**config.mk**
```make
export PLATFORM = sky130hd
export DESIGN_NAME = rs_adder_station
export DESIGN_NICKNAME = d
export VERILOG_FILES = /design/src/rtl/rs_adder_station.sv
export SDC_FILE = /design/constraint.sdc
export NUM_CORES = 1
export LEC_CHECK = 0
export ABC_AREA = 1
export BUFFER_PORTS_ARGS = -buffer_cell sky130_fd_sc_hd__buf_2
export CAP_MARGIN = 30
export CORE_MARGIN = 2
export CORE_UTILIZATION = 48
export DETAILED_ROUTE_END_ITERATION = 8
export PLACE_DENSITY = 0.8
export SLEW_MARGIN = 20
export SYNTH_ARGS = -nofsm -noshare
export SYNTH_HDL_FRONTEND = slang
export SYNTH_SLANG_ARGS = --single-unit
```
**constraint.sdc**
```tcl
create_clock -name i_clk -period 3.7 [get_ports i_clk]
set_clock_uncertainty 0.1 [all_clocks]
set_input_delay 0.74 -clock i_clk [delete_from_list [all_inputs] [get_ports i_clk]]
set_output_delay 0.74 -clock i_clk [all_outputs]
set_load 0.01 [all_outputs]
```
**src/rtl/rs_adder_station.sv**
```systemverilog
// Reservation station for the integer adder functional units.
// Holds issued add/sub ops until both operands are known (either at issue or
// by snooping the CDB), then dispatches them to the adder and waits for the
// adder's result to come back on the CDB before freeing the entry.
// Optional feature: define RS_AGE_ORDER_EN for oldest-first dispatch selection
// (2-bit saturating age per entry); otherwise lowest-index READY entry wins.
module rs_adder_station #(
    parameter int unsigned NUM_ENTRIES = 3,
    parameter int unsigned TAG_BASE    = 1,
    parameter int unsigned TAG_W       = 4,
    parameter int unsigned DATA_W      = 32
) (
    input  logic              i_clk,
    input  logic              i_rst,
    // Issue interface
    input  logic              i_issue_valid,
    input  logic              i_issue_op,
    input  logic [DATA_W-1:0] i_issue_vj,
    input  logic [TAG_W-1:0]  i_issue_qj,
    input  logic [DATA_W-1:0] i_issue_vk,
    input  logic [TAG_W-1:0]  i_issue_qk,
    output logic              o_issue_ready,
    output logic [TAG_W-1:0]  o_issue_tag,
    // CDB snoop
    input  logic [DATA_W-1:0] i_cdb_data,
    input  logic [TAG_W-1:0]  i_cdb_tag,
    input  logic              i_cdb_valid,
    // Dispatch to adder
    output logic              o_disp_valid,
    input  logic              i_disp_ready,
    output logic              o_disp_op,
    output logic [DATA_W-1:0] o_disp_vj,
    output logic [DATA_W-1:0] o_disp_vk,
    output logic [TAG_W-1:0]  o_disp_tag
);

    localparam int unsigned IDX_W = (NUM_ENTRIES > 1) ? $clog2(NUM_ENTRIES) : 1;

    typedef enum logic [1:0] {
        StFree  = 2'd0,
        StWait  = 2'd1,
        StReady = 2'd2,
        StExec  = 2'd3
    } state_e;

    // Entry i owns tag TAG_BASE + i.
    function automatic logic [TAG_W-1:0] f_tag(input int idx);
        return TAG_W'(TAG_BASE + idx);
    endfunction

    // Entry array
    state_e            r_state [NUM_ENTRIES];
    logic              r_op    [NUM_ENTRIES];
    logic [DATA_W-1:0] r_vj    [NUM_ENTRIES];
    logic [DATA_W-1:0] r_vk    [NUM_ENTRIES];
    logic [TAG_W-1:0]  r_qj    [NUM_ENTRIES];
    logic [TAG_W-1:0]  r_qk    [NUM_ENTRIES];
`ifdef RS_AGE_ORDER_EN
    logic [1:0]        r_age   [NUM_ENTRIES];
    // Saturated ages can tie, so the stalled selection is pinned explicitly.
    logic              r_hold;
    logic [IDX_W-1:0]  r_hold_idx;
    logic [1:0]        w_best_age;
`endif

    logic              w_free_any;
    logic [IDX_W-1:0]  w_alloc_idx;
    logic              w_issue_fire;
    logic              w_byp_j;
    logic              w_byp_k;
    logic [TAG_W-1:0]  w_new_qj;
    logic [TAG_W-1:0]  w_new_qk;
    logic [DATA_W-1:0] w_new_vj;
    logic [DATA_W-1:0] w_new_vk;
    logic [NUM_ENTRIES-1:0] w_hit_j;
    logic [NUM_ENTRIES-1:0] w_hit_k;
    logic              w_disp_any;
    logic [IDX_W-1:0]  w_sel_idx;
    logic              w_disp_fire;

    // Allocation: lowest-index FREE entry, from registered state only.
    always_comb begin
        w_free_any  = 1'b0;
        w_alloc_idx = '0;
        for (int i = NUM_ENTRIES - 1; i >= 0; i--) begin
            if (r_state[i] == StFree) begin
                w_free_any  = 1'b1;
                w_alloc_idx = IDX_W'(i);
            end
        end
    end

    // Issue-time bypass and CDB operand match per entry.
    always_comb begin
        w_issue_fire = i_issue_valid && w_free_any;
        w_byp_j  = i_cdb_valid && (i_issue_qj != '0) && (i_issue_qj == i_cdb_tag);
        w_byp_k  = i_cdb_valid && (i_issue_qk != '0) && (i_issue_qk == i_cdb_tag);
        w_new_qj = w_byp_j ? '0 : i_issue_qj;
        w_new_qk = w_byp_k ? '0 : i_issue_qk;
        w_new_vj = w_byp_j ? i_cdb_data : i_issue_vj;
        w_new_vk = w_byp_k ? i_cdb_data : i_issue_vk;
        w_hit_j  = '0;
        w_hit_k  = '0;
        for (int i = 0; i < NUM_ENTRIES; i++) begin
            w_hit_j[i] = i_cdb_valid && (r_state[i] == StWait) && (r_qj[i] != '0) &&
                         (r_qj[i] == i_cdb_tag);
            w_hit_k[i] = i_cdb_valid && (r_state[i] == StWait) && (r_qk[i] != '0) &&
                         (r_qk[i] == i_cdb_tag);
        end
    end

    // Dispatch selection among READY entries.
    always_comb begin
        w_disp_any = 1'b0;
        w_sel_idx  = '0;
`ifdef RS_AGE_ORDER_EN
        w_best_age = '0;
        for (int i = 0; i < NUM_ENTRIES; i++) begin
            // Strict compare keeps the lower index on ties.
            if (r_state[i] == StReady && (!w_disp_any || r_age[i] > w_best_age)) begin
                w_disp_any = 1'b1;
                w_sel_idx  = IDX_W'(i);
                w_best_age = r_age[i];
            end
        end
        if (r_hold) begin
            w_sel_idx = r_hold_idx;
        end
`else
        for (int i = 0; i < NUM_ENTRIES; i++) begin
            if (r_state[i] == StReady && !w_disp_any) begin
                w_disp_any = 1'b1;
                w_sel_idx  = IDX_W'(i);
            end
        end
`endif
        w_disp_fire = w_disp_any && i_disp_ready;
    end

    // Outputs, combinational from the entry array.
    always_comb begin
        o_issue_ready = w_free_any;
        o_issue_tag   = f_tag(32'(w_alloc_idx));
        o_disp_valid  = w_disp_any;
        o_disp_op     = 1'b0;
        o_disp_vj     = '0;
        o_disp_vk     = '0;
        o_disp_tag    = '0;
        if (w_disp_any) begin
            o_disp_op  = r_op[w_sel_idx];
            o_disp_vj  = r_vj[w_sel_idx];
            o_disp_vk  = r_vk[w_sel_idx];
            o_disp_tag = f_tag(32'(w_sel_idx));
        end
    end

    // Per-entry FSM and operand storage.
    always_ff @(posedge i_clk) begin
        if (i_rst) begin
            for (int i = 0; i < NUM_ENTRIES; i++) begin
                r_state[i] <= StFree;
                r_op[i]    <= 1'b0;
                r_vj[i]    <= '0;
                r_vk[i]    <= '0;
                r_qj[i]    <= '0;
                r_qk[i]    <= '0;
`ifdef RS_AGE_ORDER_EN
                r_age[i]   <= '0;
`endif
            end
`ifdef RS_AGE_ORDER_EN
            r_hold     <= 1'b0;
            r_hold_idx <= '0;
`endif
        end else begin
            for (int i = 0; i < NUM_ENTRIES; i++) begin
                unique case (r_state[i])
                    StFree: begin
                        if (w_issue_fire && w_alloc_idx == IDX_W'(i)) begin
                            r_op[i]    <= i_issue_op;
                            r_vj[i]    <= w_new_vj;
                            r_vk[i]    <= w_new_vk;
                            r_qj[i]    <= w_new_qj;
                            r_qk[i]    <= w_new_qk;
                            r_state[i] <= (w_new_qj != '0 || w_new_qk != '0) ? StWait : StReady;
                        end
                    end
                    StWait: begin
                        if (w_hit_j[i]) begin
                            r_vj[i] <= i_cdb_data;
                            r_qj[i] <= '0;
                        end
                        if (w_hit_k[i]) begin
                            r_vk[i] <= i_cdb_data;
                            r_qk[i] <= '0;
                        end
                        if ((r_qj[i] == '0 || w_hit_j[i]) && (r_qk[i] == '0 || w_hit_k[i])) begin
                            r_state[i] <= StReady;
                        end
                    end
                    StReady: begin
                        if (w_disp_fire && w_sel_idx == IDX_W'(i)) begin
                            r_state[i] <= StExec;
                        end
                    end
                    StExec: begin
                        if (i_cdb_valid && i_cdb_tag == f_tag(i)) begin
                            r_state[i] <= StFree;
                        end
                    end
                    default: r_state[i] <= StFree;
                endcase
`ifdef RS_AGE_ORDER_EN
                if (w_issue_fire) begin
                    if (w_alloc_idx == IDX_W'(i)) begin
                        r_age[i] <= '0;
                    end else if (r_state[i] != StFree && r_age[i] != 2'd3) begin
                        r_age[i] <= r_age[i] + 2'd1;
                    end
                end
`endif
            end
`ifdef RS_AGE_ORDER_EN
            r_hold     <= w_disp_any && !i_disp_ready;
            r_hold_idx <= w_sel_idx;
`endif
        end
    end

endmodule
```
* After elaboration in Yosys (flattened, before gate mapping)
Memory sizes are Yosys's and may differ from the RTL's.
Index checks and enable logic that the tools add are counted.
** Cells by class
- Add/subtract/negate cells :: 2
- Equality and inequality tests :: 24
- Mux-type cells :: 133
- Bitwise logic cells :: 39
- Reduce and logical (&&, ||, !) cells :: 65
** Operators by type and width (count)
- $mux 32 :: 16
- $mux 1 :: 85
- $mux 4 :: 14
- $reduce_bool 4->1 :: 10
- $or 1x1->1 :: 39
- $logic_and 1x1->1 :: 35
- $mux 2 :: 17
- $eq 4x4->1 :: 8
- $logic_not 4->1 :: 6
- $eq 2x2->1 const B :: 8
- $eq 2x1->1 const B :: 5
- $logic_not 2->1 :: 5
- $eq 4x2->1 const B :: 2
- $logic_or 1x1->1 :: 7
- $add 1x2->3 const A :: 2
- $eq 4x1->1 const B :: 1
- $mux 3 :: 1
- $logic_not 1->1 :: 2
** Storage, ports and cells
- Register bits :: 0
- RAM bits :: 225
- Input bits :: 114
- Output and inout port bits :: 75
- Logic and storage cells :: 269
- Memories :: 6
** Memories
- r_vj :: depth 3, bits a word 32, rd ports 1, clocked after Yosys merged registers in 0, write ports 3, line 54 : logic [DATA_W-1:0] r_vj [NUM_ENTRIES];
- r_vk :: depth 3, bits a word 32, rd ports 1, clocked after Yosys merged registers in 0, write ports 3, line 55 : logic [DATA_W-1:0] r_vk [NUM_ENTRIES];
- r_qj :: depth 3, bits a word 4, rd ports 3, clocked after Yosys merged registers in 0, write ports 3, line 56 : logic [TAG_W-1:0] r_qj [NUM_ENTRIES];
- r_qk :: depth 3, bits a word 4, rd ports 3, clocked after Yosys merged registers in 0, write ports 3, line 57 : logic [TAG_W-1:0] r_qk [NUM_ENTRIES];
- r_state :: depth 3, bits a word 2, rd ports 3, clocked after Yosys merged registers in 0, write ports 3, line 52 : state_e r_state [NUM_ENTRIES];
- r_op :: depth 3, bits a word 1, rd ports 1, clocked after Yosys merged registers in 0, write ports 3, line 53 : logic r_op [NUM_ENTRIES];

* Logic depth before layout (Yosys ltp)
Gate-level depths: netlist of the first run.
An unclocked memory read counts as a cell.
- Word-level depth :: 17
- Depth in mapped cells :: 15
- Mapped depth without buffers :: 14

* Worst setup path after synthesis of the first run
Ideal clock, no wire load.
- Kind :: input -> register
- Start :: input port i_cdb_tag[3]
- End :: memory r_vk[2][0], enable pin
- Setup time :: 0.393 ns
- Data arrival time :: 2.350 ns
- Data required time :: 3.207 ns
- Setup slack :: 0.857 ns
- Cell stages on the path :: 9
- Path buffers :: 1
- Cell sequence :: buf_4 inv_2 nand2_1 nand4_1 nor2_1 nand2_1 nor2_1 inv_1 nand2_1
** RTL lines
- start: declaration :: line 26 : input logic [TAG_W-1:0] i_cdb_tag,
- end: declaration :: line 55

==> qor.yml, run 1 <==
status:
  outcome: "finished, final reports clean"
global_route:
  overflow: 0
  grt_usage_pct: 28.98
  antenna_found_initial: 2
  grt_pass1_vias: 11470
  grt_max_degree: 72
  grt_pass1_wl_um: 64040
layout:
  final_net_count: 1902
  layout_commonest_cell: "nand2_1"
  final_util_pct: 55.70
  syn_to_final_growth_pct: 14.14
  fill_cells: 2370
  drive_above_1_share_pct: 16.22
  final_cell_mix: "nand2_1 (403), nor2_1 (224), edfxtp_1 (217)"
route:
  postRouteAntennaNets: 0
  avgRoutedWirePerCell_um: 19.81
  via_count: 12510
  wl_um: 42460
  dr.pass1.iters: 6
  drc: 0
  drt-initial-drc-count: 1759
  viasPerCell: 5.839
critical_path:
  endpoint_kind: "output pin"
  r2r-start: "r_state[2][0]"
  crit_chain: "inv_1 > nand2_1 > nand2_2 > buf_4 > nand2_1 > nand3_1 > o211ai_1 > inv_1 > buf_2"
  rrSetupSlack_ns: 0.61
  slowest_stage: "buf_4"
  critPathMaxStageDelay_ns: 0.71
  required_ns: 2.86
  crit_type: "flop to output pin"
  cp_max_fo: 67
  critPathLaunchType: "flop"
  reg2reg_depth: 12
  arrival_ns: 2.67
  r2r-end: "r_vj[0][17]"
synthesis:
  synth.distinct_cells: 38
  ys_seq_area_share_pct: 50.76
  yosysWarnings: 0
  avgSynthCellArea_um2: 7.991
  syn_inst: 1646
  ys_ff_latch: 225
  synthesis.area_um2: 13150
power_and_ir_drop:
  power_density_nw_per_um2: 461.5
  finalPower_mw: 6.928
  p_leak_nw: 6.672
  max-vdd-ir-drop_mv: 0.2572
min_path:
  whs_endpoint: "r_qj[2][0]"
  min_path_cells: 2
  hp-class: "flop to flop"
  hold_start: "r_qj[2][0]"
sta:
  fin_tns_setup_ns: 0
  fin_crit_sh_pct: 94.96
  rsz0062_at_grt: "false"
  clock.fmax_ghz: 0.2846
  hold_viol_final: 0
  hold_ws_ns: 0.4064
  relSlewSlack_pct: 38.94
  min_period_ns: 3.514
  drv_slew: 0
  setup_violations: 0
  worstMarginPinSlew_ns: 0.9159
clock_network:
  clk_latency_ns: 0.53
  cts-root-buf: "clkbuf_16"
  cts.sinks: 225
  cts_hold_buf: 0
  clockBufferDepth: 3
  cts_setup_buffers: 0
  numCtsBuffers: 24
  tritoncts: "built"
  clk_pin_slew_ns: 0.07
  htreeDepth: 1
  post_cts_resized: 0
floorplanning:
  dieArea_um2: 28740
  die_x_um: 169.5
  rows: 60
  fp.dieH_um: 169.5
  core_um2: 26950
  start_util_pct: 48.80
  io_pins: 189
placement:
  finalWeightedCongestion: 0.9467
  port_buffers: 185
  dpl.hpwl_um: 28710
run:
  drv_cap: 0
stage by stage:
stage / cell area, um2 / setup slack, ns / cells
floorplan: 13160 / 0.8575 / 1648
global placement: 14260 / 0.7024 / 2099
detailed placement: 14260 / 0.6723 / 2099
CTS: 15010 / 0.2275 / 2141
global route: 15010 / 0.08941 / 2143
finish: 15010 / 0.1863 / 2143
cell type report:
type / instances / area [um2] / share of cell area (%)
Tap cell: 341 / 426.7 / 2.842
Inverter: 137 / 516.7 / 3.442
Timing Repair Buffer: 223 / 1274 / 8.485
Clock inverter: 16 / 138.9 / 0.9252
Sequential cell: 225 / 6676 / 44.47
Clock buffer: 26 / 608.1 / 4.051
Multi-Input combinational cell: 1173 / 5366 / 35.75
Antenna cell: 2 / 5.005 / 0.03334
Yosys cell counts:
library cell | instances | share of area (%)
nand3_1 | 90 | 3.4
buf_4 | 19 | 1.1
nand3_2 | 3 | 0.23
conb_1 | 1 | 0.029
nor2_1 | 225 | 6.4
inv_1 | 128 | 3.7
nor3b_1 | 1 | 0.057
edfxtp_1 | 217 | 50
o21ai_1 | 73 | 2.8
nor2_4 | 3 | 0.26
nand2_1 | 405 | 12
buf_1 | 7 | 0.20
buf_12 | 1 | 0.15
a21oi_1 | 98 | 3.7
nor3_1 | 8 | 0.30
buf_8 | 2 | 0.23
nand2_2 | 3 | 0.14
o41ai_2 | 1 | 0.12
a31oi_1 | 1 | 0.048
o21ai_0 | 183 | 7.0
o211ai_1 | 37 | 2.1
buf_6 | 7 | 0.60
nand2_4 | 1 | 0.086
inv_4 | 1 | 0.048
nand3_4 | 1 | 0.13
inv_2 | 8 | 0.23
nor4_1 | 1 | 0.048
dfxtp_1 | 8 | 1.2
xnor2_1 | 5 | 0.33
clkbuf_1 | 48 | 1.4
xor2_1 | 2 | 0.13
buf_2 | 29 | 1.1
nand4_1 | 4 | 0.19
nor2_2 | 4 | 0.19
o22ai_1 | 12 | 0.57
o41ai_1 | 1 | 0.067
ha_1 | 4 | 0.38
a21oi_2 | 4 | 0.27
cells by family (layout without fill, tap and decap cells):
logic type	Yosys count	in the layout	share of synthesized area, %
AOI/OAI and AO/OA	410	410	16.66
xor gates and xnor gates	7	7	0.4661
adders and majority gates	4	4	0.3805
buffers and inverters	250	402	8.666
DFF	225	225	50.76
other	1	5	0.02851
and+or+nand+nor	749	749	23.04
power breakdown:
part / switching, mW / total (mW) / internal (mW)
Sequential: 0.0705 / 3.13 / 3.06
Clock: 1.02 / 2.35 / 1.32
Combinational: 1.00 / 1.45 / 0.448
Total: 2.10 / 6.93 / 4.83
critical path, delay by kind of cell, from the launching register on:
kind | cells | cell delay (ns)
flip-flops | 1 | 0.39
AND/OR/NAND/NOR | 4 | 0.46
AO/OA/AOI/OAI | 1 | 0.10
buffers and inverters | 4 | 1.15
how the worst max path moves through the flow:
stage	from	end	slack [ns]
global route	r_state[0][0]	o_disp_vk[8]	0.09
finish	r_state[0][0]	o_disp_vk[30]	0.19
CTS	r_state[0][0]	o_disp_op	0.23
detailed placement	r_state[2][0]	r_vj[0][17]	0.67
global placement	i_rst	r_vk[2][19]	0.70
floorplan	i_cdb_tag[3]	r_vk[2][0]	0.86
layer usage:
metal  global-route usage, %  part of all wire [%]  up-vias
li1                        -                     -     5817
met1                   41.88                    39     5673
met2                   44.28                    44      931
met3                   4.244                    13       91
met4                   11.22                   3.4        0
met5                       0                     0        -
flip-flops by register name, summed over array words and instances (netlist names):
name     flops
r_op         3
r_vj        96
r_qk        12
r_state      6
r_qj        12
r_vk        96
No activity file was read; power rests on OpenSTA's default activity.
==> run 2: changes to the inputs <==
--- a/config.mk
+++ b/config.mk
@@ -9,9 +9,9 @@
 export BUFFER_PORTS_ARGS = -buffer_cell sky130_fd_sc_hd__buf_2
 export CAP_MARGIN = 30
 export CORE_MARGIN = 2
-export CORE_UTILIZATION = 48
+export CORE_UTILIZATION = 43
 export DETAILED_ROUTE_END_ITERATION = 8
-export PLACE_DENSITY = 0.8
+export PLACE_DENSITY = 0.74
 export SLEW_MARGIN = 20
 export SYNTH_ARGS = -nofsm -noshare
 export SYNTH_HDL_FRONTEND = slang
==> constraint.sdc (replaced) <==
create_clock -name i_clk -period 3.7 [get_ports i_clk]
set_clock_uncertainty 0.1 [all_clocks]
set_input_delay 0.74 -clock i_clk [delete_from_list [all_inputs] [get_ports i_clk]]
set_output_delay 0.74 -clock i_clk [all_outputs]
set_load 0.005 [all_outputs]
==> run 2 against run 1 <==
Via count fell by 0.20%. Combinational power barely moved. Clock power barely moved. First-iteration DRC count rose by 1.3%. Worst hold slack improved by 0.015 ns. Fmax fell by 1.2%. Critical path type unchanged. Largest cell class unchanged.
==> qor.yml, run 2 (synthesis gave the netlist of run 1 again) <==
critical_path:
  rrSetupSlack_ns: 0.72  # +0.11 ns
  cp_top_family: "buffers and inverters"
  cp_max_fo: 67  # unchanged
  crit_chain: "inv_1 > nand2_1 > nand2_2 > buf_4 > nor2_1 > o21ai_0 > buf_2"
  cp_num_cells: 7  # -2
  arrival_ns: 2.72  # +0.05 ns
  critPathLaunchType: "flop"
  r2r-start: "r_state[1][0]"
  crit_type: "flop to output pin"
  required_ns: 2.86  # about the same
  endpoint_kind: "output pin"
  reg2reg_depth: 13  # +1
  r2r-end: "r_qk[1][2]"
  critPathMaxStageDelay_ns: 0.69  # -0.02 ns
  critPathBufInv: 3  # -1
  slowest_stage: "buf_4"
sta:
  hold_viol_final: 0  # unchanged
  relSlewSlack_pct: 37.97  # -0.97 points
  clock.fmax_ghz: 0.2812  # -1.2%
  drv_slew: 0  # unchanged
  rsz0062_at_grt: "false"
  fin_crit_sh_pct: 96.12  # +1.2 points
  worstMarginPinSlew_ns: 0.9304  # +0.01449 ns
  setup_violations: 0  # unchanged
  min_period_ns: 3.556  # +0.04280 ns
  fin_tns_setup_ns: 0  # unchanged
  worst_slack_ns: 0.1435  # -0.04280 ns
global_route:
  grt_usage_pct: 26.74  # -2.2 points
  antenna_found_initial: 2  # unchanged
  grt_max_degree: 99  # +38%
  grt_pass1_vias: 11330  # -1.2%
  overflow: 0  # unchanged
  grt_pass1_wl_um: 65290  # +2.0%
clock_network:
  clk_latency_ns: 0.53  # about the same
  htreeDepth: 1  # unchanged
  clk_pin_slew_ns: 0.07  # about the same
  cts.sinks: 225  # unchanged
  tritoncts: "built"
  numCtsBuffers: 23  # -4.2%
  clockBufferDepth: 3  # unchanged
  post_cts_resized: 0  # unchanged
  cts-root-buf: "clkbuf_16"
  cts_hold_buf: 0  # unchanged
  cts_setup_buffers: 0  # unchanged
min_path:
  whs_endpoint: "r_qj[2][0]"
  hp-class: "flop to flop"
  min_path_cells: 2  # unchanged
  hold_start: "r_qj[2][0]"
floorplanning:
  rows: 64  # +6.7%
  dieArea_um2: 32000  # +11%
  start_util_pct: 43.34  # -5.5 points
  io_pins: 189  # unchanged
  die_x_um: 178.9  # +5.5%
  core_um2: 30350  # +13%
  fp.dieH_um: 178.9  # +5.5%
layout:
  fill_cells: 2853  # +20%
  drive_above_1_share_pct: 16.23  # about the same
  final_cell_mix: "nand2_1 (403), nor2_1 (224), edfxtp_1 (217)"
  syn_to_final_growth_pct: 15.28
  layout_commonest_cell: "nand2_1"
  final_net_count: 1900  # -0.11%
  reg_top3: "r_vj (96), r_vk (96)"
route:
  avgRoutedWirePerCell_um: 19.82  # about the same
  postRouteAntennaNets: 0  # unchanged
  wl_um: 43520  # +2.5%
  drc: 0  # unchanged
  viasPerCell: 5.686  # -2.6%
  dr.pass1.iters: 6  # unchanged
  via_count: 12490  # -0.20%
  drt-initial-drc-count: 1782  # +1.3%
power_and_ir_drop:
  max-vdd-ir-drop_mv: 0.2967  # +15%
  p_comb_share_pct: 20.6  # -0.4 points
  sw_frac_of_total_pct: 29.96  # -0.33 points
  seq_power_share_pct: 45.5  # +0.4 points
  netSwitchingPower_mw: 2.059  # -1.9%
  power_density_nw_per_um2: 453.1  # -1.8%
  p_leak_nw: 6.712  # +0.59%
  power.share.clock_pct: 33.8  # about the same
  intPower_mw: 4.811  # -0.37%
placement:
  dpl.hpwl_um: 28940  # +0.80%
  finalWeightedCongestion: 0.9531  # +0.68%
  preCtsSetupSlack_ns: 0.6668  # -0.005434 ns
  port_buffers: 185  # unchanged
run:
  drv_cap: 0  # unchanged
status:
  outcome: "finished, final reports clean"
## run 2: cell count changes in the layout (fill, tap and decap cells not counted), sizes merged
cell	change
clkinvlp	-1
diode	-1
clkbuf	+1
buf	-1
## run 2: layer usage
layer / vias to the layer above / share of wire [%] / global-route usage (%)
met1: 5792 / 40 / 39.35
li1: 5813 / - / -
met5: - / 0 / 0
met4: 0 / 3.0 / 8.333
met2: 796 / 44 / 39.84
met3: 86 / 13 / 4.983
## run 2: metrics by stage
step / std cells / hold slack [ns] / cell area [um2] / utilization (%) / power, mW
after floorplan: 1648 / 0.3625 / 13160 / - / 3.999
after global placement: 2153 / 0.4010 / 14420 / 47.52 / 4.541
after detailed placement: 2153 / 0.4022 / 14420 / 47.52 / 4.572
after CTS: 2195 / 0.4188 / 15160 / 49.95 / 6.852
after global routing: 2196 / 0.4573 / 15160 / 49.96 / 7.121
final: 2196 / 0.4219 / 15160 / 49.96 / 6.870
## run 2: area by class of cell
type	instances	area [um2]	area share [%]
Inverter	137	516.7	3.408
Antenna cell	1	2.502	0.01650
Clock inverter	15	147.6	0.9738
Clock buffer	27	590.6	3.895
Tap cell	396	495.5	3.268
Sequential cell	225	6676	44.03
Multi-Input combinational cell	1173	5366	35.39
Timing Repair Buffer	222	1366	9.011
## run 2: worst max-delay path by stage
| stage | startpoint | end | slack [ns] |
|---|---|---|---|
| detailed placement | i_rst | r_vk[0][14] | 0.67 |
| global route | r_state[0][0] | o_disp_vj[27] | 0.01 |
| finish | r_state[0][0] | o_disp_vj[27] | 0.14 |
| global placement | i_rst | r_vj[0][19] | 0.65 |
| CTS | r_state[0][0] | o_disp_vk[6] | 0.22 |
| floorplan | i_cdb_tag[3] | r_vk[2][0] | 0.86 |
## run 2: worst min-delay path, stage by stage, from the launching register on
cell and delay [ns]:
dfxtp_1 0.34, nand2_1 0.07, a21oi_1 0.06
## run 2: power by group through the flow
stage	Clock [mW]	Combinational (mW)	Sequential [mW]
3_5_place_dp	0	1.39	3.18
2_1_floorplan	0	0.838	3.16
3_3_place_gp	0	1.37	3.17
6_report	2.33	1.42	3.13
5_1_grt	2.41	1.56	3.15
4_1_cts	2.32	1.40	3.13
==> run 3: changes to the inputs <==
--- a/config.mk
+++ b/config.mk
@@ -12,6 +12,7 @@
 export CORE_UTILIZATION = 43
 export DETAILED_ROUTE_END_ITERATION = 8
 export PLACE_DENSITY = 0.74
+export RECOVER_POWER = 25
 export SLEW_MARGIN = 20
 export SYNTH_ARGS = -nofsm -noshare
 export SYNTH_HDL_FRONTEND = slang
==> run 3 against run 2 <==
Global-route usage did not move. Critical path depth unchanged. Non-clock buffer count is the same. Core utilization is 0.15 points lower. Critical endpoint unchanged. Largest power group unchanged.
==> qor.yml, run 3 (synthesis gave the netlist of run 1 again) <==
status:
  outcome: "finished, final reports clean"
layout:
  fill_cells: 2857  # +0.14%
  reg_top3: "r_vj (96), r_vk (96)"
  final_cell_mix: "nand2_1 (403), nor2_1 (225), edfxtp_1 (217)"
  syn_to_final_growth_pct: 14.94
  layout_commonest_cell: "nand2_1"
  final_net_count: 1900  # unchanged
  drive_above_1_share_pct: 15.90  # -0.33 points
clock_network:
  cts.sinks: 225  # unchanged
  tritoncts: "built"
  htreeDepth: 1  # unchanged
  clk_pin_slew_ns: 0.07  # about the same
  clockBufferDepth: 3  # unchanged
  cts_setup_buffers: 0  # unchanged
  cts_hold_buf: 0  # unchanged
  numCtsBuffers: 23  # unchanged
  cts-root-buf: "clkbuf_16"
  post_cts_resized: 0  # unchanged
  clk_latency_ns: 0.53  # about the same
sta:
  worst_slack_ns: 0.1218  # -0.02174 ns
  fin_tns_setup_ns: 0  # unchanged
  fin_crit_sh_pct: 96.71  # +0.59 points
  clock.fmax_ghz: 0.2795  # -0.61%
  hold_ws_ns: 0.4210  # -0.0008780 ns
  min_period_ns: 3.578  # +0.02174 ns
  hold_viol_final: 0  # unchanged
  rsz0062_at_grt: "false"
  worstMarginPinSlew_ns: 1.124  # +0.1941 ns
  setup_violations: 0  # unchanged
  drv_slew: 0  # unchanged
  relSlewSlack_pct: 25.04  # -13 points
route:
  viasPerCell: 5.666  # -0.36%
  via_count: 12440  # -0.36%
  postRouteAntennaNets: 0  # unchanged
  wl_um: 43500  # about the same
  dr.pass1.iters: 6  # unchanged
  avgRoutedWirePerCell_um: 19.81  # about the same
  drc: 0  # unchanged
  drt-initial-drc-count: 1513  # -15%
run:
  drv_cap: 0  # unchanged
floorplanning:
  dieArea_um2: 32000  # unchanged
  rows: 64  # unchanged
  start_util_pct: 43.34  # unchanged
  io_pins: 189  # unchanged
  die_x_um: 178.9  # unchanged
  core_um2: 30350  # unchanged
  fp.dieH_um: 178.9  # unchanged
critical_path:
  required_ns: 2.86  # about the same
  cp_max_fo: 67  # unchanged
  critPathLaunchType: "flop"
  arrival_ns: 2.74  # +0.02 ns
  endpoint_kind: "output pin"
  crit_type: "flop to output pin"
min_path:
  hp-class: "flop to flop"
power_and_ir_drop:
  power_density_nw_per_um2: 454.5  # +0.30%
  p_leak_nw: 6.689  # -0.34%
  max-vdd-ir-drop_mv: 0.3001  # +1.1%
global_route:
  antenna_found_initial: 2  # unchanged
  grt_pass1_wl_um: 65290  # unchanged
  grt_pass1_vias: 11330  # unchanged
  overflow: 0  # unchanged
  grt_max_degree: 99  # unchanged
  grt_usage_pct: 26.74  # unchanged
placement:
  port_buffers: 185  # unchanged
  finalWeightedCongestion: 0.9531  # unchanged
  preCtsSetupSlack_ns: 0.6668  # unchanged
  dpl.hpwl_um: 28940  # unchanged
[run 3: critical path, cell delays in order (launching register included)]
cell	delay (ns)
edfxtp_1	0.38
inv_1	0.14
nand2_1	0.12
nand2_2	0.10
buf_4	0.68
nor2_1	0.09
o21ai_0	0.43
buf_2	0.21
[run 3: final cells by class]
class | count | area (um2) | share of cell area [%]
flip-flops and latches | 225 | 6676 | 44.16
multi-input cells | 1173 | 5359 | 35.45
repair buffers | 222 | 1329 | 8.790
clock buffers | 27 | 590.6 | 3.907
inverters | 137 | 516.7 | 3.418
well taps | 396 | 495.5 | 3.278
clock inverters | 15 | 147.6 | 0.9767
diodes | 1 | 2.502 | 0.01655
[run 3: metrics by stage]
step | utilization [%] | area [um2] | power [mW] | instances
2_1_floorplan | - | 13160 | 3.999 | 1648
3_3_place_gp | 47.52 | 14420 | 4.541 | 2153
3_5_place_dp | 47.52 | 14420 | 4.572 | 2153
4_1_cts | 49.95 | 15160 | 6.852 | 2195
5_1_grt | 49.81 | 15120 | 7.115 | 2196
6_report | 49.81 | 15120 | 6.870 | 2196
[run 3: routing by layer]
| layer | vias up | GRT usage, % | part of all wire [%] |
|---|---|---|---|
| li1 | 5805 | - | - |
| met1 | 5750 | 39.35 | 40 |
| met2 | 794 | 39.84 | 44 |
| met3 | 93 | 4.983 | 13 |
| met4 | 0 | 8.333 | 3.1 |
| met5 | - | 0 | 0 |
[run 3: power breakdown]
group / leakage [nW] / total (mW) / internal (mW) / switching (mW)
combinational: 4.01 / 1.41 / 0.450 / 0.961
clock: 0.367 / 2.33 / 1.30 / 1.03
sequential: 2.31 / 3.13 / 3.06 / 0.0719
[run 3: final timing paths]
| path | startpoint | endpoint | slack [ns] | cells past startpoint |
|---|---|---|---|---|
| worst max register to register | r_state[0][1] | r_vk[2][26] | 0.29 | 13 |
| worst max-delay path | r_state[0][0] | o_disp_vj[27] | 0.12 | 7 |
| worst min-delay path | r_qj[2][0] | r_qj[2][0] | 0.42 | 2 |
| worst min register to register | r_qj[2][0] | r_qj[2][0] | 0.42 | 2 |
